`src/rtl/prod_accumulator.sv`:
```
// Frame accumulator for 16-bit unsigned products: sums up to LEN beats (or until
// prod_last), saturates on overflow, and holds the result until downstream accepts it.
module prod_accumulator #(
  parameter int unsigned LEN   = 8,
  parameter int unsigned ACC_W = 24,
  parameter int unsigned CNT_W = 9
) (
  input  logic             clk,
  input  logic             rst,
  input  logic [15:0]      prod_in,
  input  logic             prod_valid,
  input  logic             prod_last,
  output logic             prod_ready,
  output logic [ACC_W-1:0] sum_out,
  output logic [CNT_W-1:0] cnt_out,
  output logic             ovf_out,
  output logic             sum_valid,
  input  logic             sum_ready
);

  localparam int unsigned SUM_W = ACC_W + 1;

  localparam logic [1:0] IDLE = 2'd0;
  localparam logic [1:0] ACC  = 2'd1;
  localparam logic [1:0] HOLD = 2'd2;

  localparam logic [ACC_W-1:0] ACC_MAX = '1;
  localparam logic [CNT_W-1:0] CNT_LEN = CNT_W'(LEN);

  logic [1:0]       state, state_nxt;
  logic [ACC_W-1:0] acc, acc_nxt;
  logic [CNT_W-1:0] cnt, cnt_nxt;
  logic             ovf, ovf_nxt;
  logic [ACC_W-1:0] sum_nxt;
  logic [CNT_W-1:0] cnt_out_nxt;
  logic             ovf_out_nxt;
  logic             valid_nxt;
  logic             ready_nxt;

  logic [SUM_W-1:0] sum_wide;
  logic [CNT_W-1:0] cnt_inc;
  logic             accept;
  logic             frame_end;

  // Next-state and datapath decode; prod_ready is registered from the next state
  always_comb begin
    state_nxt   = state;
    acc_nxt     = acc;
    cnt_nxt     = cnt;
    ovf_nxt     = ovf;
    sum_nxt     = sum_out;
    cnt_out_nxt = cnt_out;
    ovf_out_nxt = ovf_out;
    valid_nxt   = sum_valid;

    sum_wide  = SUM_W'(acc) + SUM_W'(prod_in);
    cnt_inc   = cnt + CNT_W'(1);
    accept    = prod_valid && prod_ready;
    frame_end = (cnt_inc == CNT_LEN) || prod_last;

    case (state)
      IDLE, ACC: begin
        if (accept) begin
          // Saturate on carry-out; a saturated accumulator stays pinned at max
          if (ovf || sum_wide[ACC_W]) begin
            acc_nxt = ACC_MAX;
            ovf_nxt = 1'b1;
          end else begin
            acc_nxt = sum_wide[ACC_W-1:0];
          end
          cnt_nxt = cnt_inc;
          if (frame_end) begin
            state_nxt   = HOLD;
            sum_nxt     = acc_nxt;
            cnt_out_nxt = cnt_nxt;
            ovf_out_nxt = ovf_nxt;
            valid_nxt   = 1'b1;
          end else begin
            state_nxt = ACC;
          end
        end
      end
      HOLD: begin
        if (sum_ready) begin
          state_nxt   = IDLE;
          acc_nxt     = '0;
          cnt_nxt     = '0;
          ovf_nxt     = 1'b0;
          sum_nxt     = '0;
          cnt_out_nxt = '0;
          ovf_out_nxt = 1'b0;
          valid_nxt   = 1'b0;
        end
      end
      default: begin
        state_nxt = IDLE;
      end
    endcase

    ready_nxt = (state_nxt != HOLD);
  end

  always_ff @(posedge clk) begin
    if (rst) begin
      state      <= IDLE;
      acc        <= '0;
      cnt        <= '0;
      ovf        <= 1'b0;
      sum_out    <= '0;
      cnt_out    <= '0;
      ovf_out    <= 1'b0;
      sum_valid  <= 1'b0;
      prod_ready <= 1'b0;
    end else begin
      state      <= state_nxt;
      acc        <= acc_nxt;
      cnt        <= cnt_nxt;
      ovf        <= ovf_nxt;
      sum_out    <= sum_nxt;
      cnt_out    <= cnt_out_nxt;
      ovf_out    <= ovf_out_nxt;
      sum_valid  <= valid_nxt;
      prod_ready <= ready_nxt;
    end
  end

endmodule

```
`config.mk`:
```
export PLATFORM = sky130hd
export DESIGN_NAME = prod_accumulator
export DESIGN_NICKNAME = d
export VERILOG_FILES = /design/src/rtl/prod_accumulator.sv
export SDC_FILE = /design/constraint.sdc
export NUM_CORES = 1
export LEC_CHECK = 0
export ABC_AREA = 1
export ABC_CLOCK_PERIOD_IN_PS = 3220
export CELL_PAD_IN_SITES_DETAIL_PLACEMENT = 1
export CELL_PAD_IN_SITES_GLOBAL_PLACEMENT = 2
export CORE_MARGIN = 1.5
export CORE_UTILIZATION = 29
export CTS_CLUSTER_DIAMETER = 50
export CTS_CLUSTER_SIZE = 14
export DETAILED_ROUTE_END_ITERATION = 12
export GPL_ROUTABILITY_DRIVEN = 0
export PLACE_DENSITY_LB_ADDON = 0.1
export SYNTH_ARGS = -nofsm -noshare
export SYNTH_HDL_FRONTEND = slang
export SYNTH_SLANG_ARGS = --single-unit
```
`constraint.sdc`:
```
create_clock -name clk -period 3.22 [get_ports clk]
set_clock_uncertainty 0.1 [all_clocks]
set_input_delay 0.966 -clock clk [delete_from_list [all_inputs] [get_ports clk]]
set_output_delay 0.966 -clock clk [all_outputs]
set_load 0.01 [all_outputs]
```
==> impl_summary.txt <==
----------------------------------------------------
[Status]
  Result of the run ... completed

[Power]
  Share of power burned in combinational logic ... 0.281
  Power density of the placed cells ... 467 nW/µm²
  Share of total power consumed by net switching ... 0.326
  Internal portion of total power ... 1940 µW
  Sequential share of power ... 0.356
  IR Drop Worst-Case VDD ... 0.283 mV
  Net Switching ... 934 µW
  Pleak ... 0.00331 µW
  Share of power burned in the clock network ... 0.363
  Post-route total power ... 2870 µW

[Synthesis]
  Sequential share of the synthesized area ... 0.307
  Primary FF master, synth ... sky130_fd_sc_hd__dfxtp_1
  Yosys warning count ... 0
  Post-Syn Instances ... 793
  Cell types with the largest area share after synthesis ... sky130_fd_sc_hd__dfxtp_1 (31%), sky130_fd_sc_hd__nand2_1 (22%), sky130_fd_sc_hd__inv_1 (11%)
  Mean instance size in the synthesized netlist ... 5.93 µm²
  Netlist cell types ... 32
  EDFF count, synth ... 0
  Mapped Area ... 4700 µm²
  Yosys top cell by area ... sky130_fd_sc_hd__dfxtp_1
  Synth Net Count ... 832
  Most frequent cell after synthesis ... sky130_fd_sc_hd__nand2_1
  Post-synthesis sequential element count ... 72
  Proportion of register bits with asynchronous set or reset after synthesis ... 0
  Commonest cells in the synthesized netlist ... sky130_fd_sc_hd__nand2_1 (280), sky130_fd_sc_hd__inv_1 (141), sky130_fd_sc_hd__nor2_1 (86), sky130_fd_sc_hd__dfxtp_1 (72), sky130_fd_sc_hd__nand3_1 (44)
  Top-area cell type share of the netlist area ... 0.307

[Clocking]
  Cts-stage hold buffer count ... 0
  Clock tree from TritonCTS ... yes
  Clock buffers created by TritonCTS ... 9
  Total number of clock tree sinks ... 72
  Post-CTS clock slew at the launch and capture registers of the worst setup and hold paths ... 0.06 ns
  Post-CTS setup-driven buffer insertion count ... 0
  Worst-skew pair later-pin latency ... 0.35 ns
  Root Buffer ... sky130_fd_sc_hd__clkbuf_16
  Maximum clock insertion buffer count ... 2
  H-tree levels ... 3

[Global route]
  Pin count of the biggest net entering global routing ... 32
  Total congestion overflow ... 0
  Number of global-route vias before repair ... 5,240
  Global-route wire length before repair ... 25.0 mm
  Initial antenna violation count ... 0
  GRT Util Overall ... 0.190

[Drt]
  First-pass iteration count of the detailed router ... 6
  Total Routed Length ... 14.8 mm
  Starting DRC count in detailed routing ... 151
  DR vias/cell ... 4.45
  Via count of the routed design ... 4,939
  DRC violation count after routing ... 0
  Routed length per placed instance ... 13.3 µm
  Antenna violation net count after detailed routing ... 0

[STA]
  Worst-Margin Slew ... 0.533 ns
  Final setup viols ... 0
  Final worst-path cycle share ... 0.940
  RSZ-0062 raised after global routing ... no
  Total count of max-transition violations in the final report ... 0
  Worst hold-check slack ... 0.367 ns
  Fmax ... 330 MHz
  Setup ws final ... 0.193 ns
  Relative slew margins ... 0.641
  Post-route minimum period ... 3.03 ns
  Number of hold-slack violations in the final timing report ... 0

[Die]
  Initial Util ... 0.296
  Count of pins on the block boundary ... 57
  Core footprint ... 15,900 µm²
  Chip width ... 130 µm
  Area enclosed by the die boundary ... 17,000 µm²
  Placement Rows ... 46
  Die height ... 130 µm

[Placement]
  Pre-CTS setup slack ... -0.232 ns
  Sum of net half-perimeters after detailed placement ... 11.8 mm
  Inst Count DP ... 1,095
  Number of port buffers ... 56

[Critical path]
  Largest fanout on the critical path ... 16
  Element type at the critical path start ... primary input
  Crit path arrival time ... 3.16 ns
  CP Capture Type ... flop
  Required time reported for the critical path endpoint ... 3.36 ns
  Critical path class ... in2reg
  Reg2Reg Setup Slack ... 0.92 ns

[Job]
  Maximum Capacitance Violations ... 0

[Min path]
  Path category of the worst min-delay check ... reg2reg

[Layout]
  Final core utilization ... 0.387
  Non-filler instance count after layout ... 1,111
  Layout overhead on the synthesized area ... 30.6%
  Fraction of final layout cells with drive strength greater than 1 ... 0.109
  # diodes ... 0
  Layout Nets ... 929
  Layout fillers ... 2,140

----------------------------------------------------
-- power groups by stage --
| stage | Clock, µW | Combinational, µW | Sequential, µW |
|---|---|---|---|
| 5_1_grt | 1110 | 917 | 1030 |
| 3_5_place_dp | 0 | 812 | 1040 |
| 2_1_floorplan | 0 | 456 | 1040 |
| 6_report | 1040 | 805 | 1020 |
| 3_3_place_gp | 0 | 793 | 1040 |
| 4_1_cts | 1080 | 817 | 1020 |
-- final timing paths --
| kind | to | startpoint | cells past startpoint |
|---|---|---|---|
| worst max-delay path | sum_out[3] | prod_in[0] | 15 |
| worst min register to register | sum_valid | sum_valid | 2 |
| worst max register to register | acc[9] | acc[7] | 13 |
| worst min-delay path | sum_valid | sum_valid | 2 |
-- cell usage in the layout, fill, tap and decap left out, types with 3 or more instances in the layout --
cell type / n
sky130_fd_sc_hd__o21ai_0: 38
sky130_fd_sc_hd__clkbuf_16: 9
sky130_fd_sc_hd__xnor2_1: 3
sky130_fd_sc_hd__ha_1: 16
sky130_fd_sc_hd__a21oi_1: 20
sky130_fd_sc_hd__and2_1: 3
sky130_fd_sc_hd__nand2_1: 278
sky130_fd_sc_hd__dfxtp_1: 72
sky130_fd_sc_hd__nand4_1: 5
sky130_fd_sc_hd__o21bai_1: 14
sky130_fd_sc_hd__buf_4: 51
sky130_fd_sc_hd__inv_1: 141
sky130_fd_sc_hd__or2_2: 5
sky130_fd_sc_hd__nor2_1: 86
sky130_fd_sc_hd__nand3_2: 3
sky130_fd_sc_hd__nand3_1: 44
sky130_fd_sc_hd__clkdlybuf4s50_1: 56
sky130_fd_sc_hd__nor2_2: 11
sky130_fd_sc_hd__nand2_2: 5
sky130_fd_sc_hd__nand3b_1: 5
sky130_fd_sc_hd__xor2_1: 3
sky130_fd_sc_hd__a31oi_1: 5
-- cell families (layout without fill, tap and decap cells) --
family | after synthesis | after routing | share of synthesized area
buf+inv | 167 | 269 | 0.140
simple gates | 448 | 448 | 0.394
fa+ha+maj | 18 | 18 | 0.0495
compound gates | 82 | 82 | 0.0982
xor+xnor | 6 | 6 | 0.0112
flops | 72 | 72 | 0.307
-- per-layer routing --
| layer | wire, µm | GRT usage | part of all wire |
|---|---|---|---|
| met4 | 225 | 0.0542 | 0.015 |
| met1 | 7050 | 0.233 | 0.48 |
| met5 | 0 | 0 | 0 |
| met3 | 387 | 0.0324 | 0.026 |
| met2 | 7110 | 0.339 | 0.48 |
-- state kept, by name, indices dropped and copies added (netlist names) --
name / cells
state: 2
sum_out: 24
ovf_out: 1
cnt_out: 9
acc: 24
cnt: 9
prod_ready: 1
sum_valid: 1
ovf: 1
-- metrics by stage --
| stage | area, µm² | setup TNS, ns |
|---|---|---|
| 2_1_floorplan | 4700 | 0 |
| 3_3_place_gp | 5820 | -4.92 |
| 5_1_grt | 6140 | 0 |
| 6_report | 6140 | 0 |
| 4_1_cts | 6130 | 0 |
| 3_5_place_dp | 5820 | -7.01 |
-- layout make-up --
class                      count  area (µm²)  share of cell area
sequential                    72        1440               0.235
timing repair buffer         109         975               0.159
clock inverter                 6        67.6              0.0110
tap                          216         270              0.0440
clock buffer                  10         239              0.0389
multi-input combinational    554        2610               0.424
inverter                     144         541              0.0880
-- worst max-delay path, stage by stage --
cell and delay [ns]:
sky130_fd_sc_hd__clkdlybuf4s50_1 0.41, sky130_fd_sc_hd__ha_1 0.23, sky130_fd_sc_hd__fa_1 0.41, sky130_fd_sc_hd__nand2_2 0.10, sky130_fd_sc_hd__nand2_2 0.07, sky130_fd_sc_hd__nand3_1 0.09, sky130_fd_sc_hd__nand2_1 0.07, sky130_fd_sc_hd__nand2_1 0.10
sky130_fd_sc_hd__nand3b_1 0.10, sky130_fd_sc_hd__nand2_2 0.13, sky130_fd_sc_hd__buf_6 0.14, sky130_fd_sc_hd__buf_12 0.13, sky130_fd_sc_hd__nand2_1 0.07, sky130_fd_sc_hd__nor2_2 0.10, sky130_fd_sc_hd__nor2_1 0.05
-- what timing repair did --
| item | in CTS | in global routing |
|---|---|---|
| resized for setup | 0 | 4 |
| endpoints found under the setup margin | 0 | 23 |
| hold endpoints to repair | 0 | 0 |
Power figures use the tool's default switching activity.
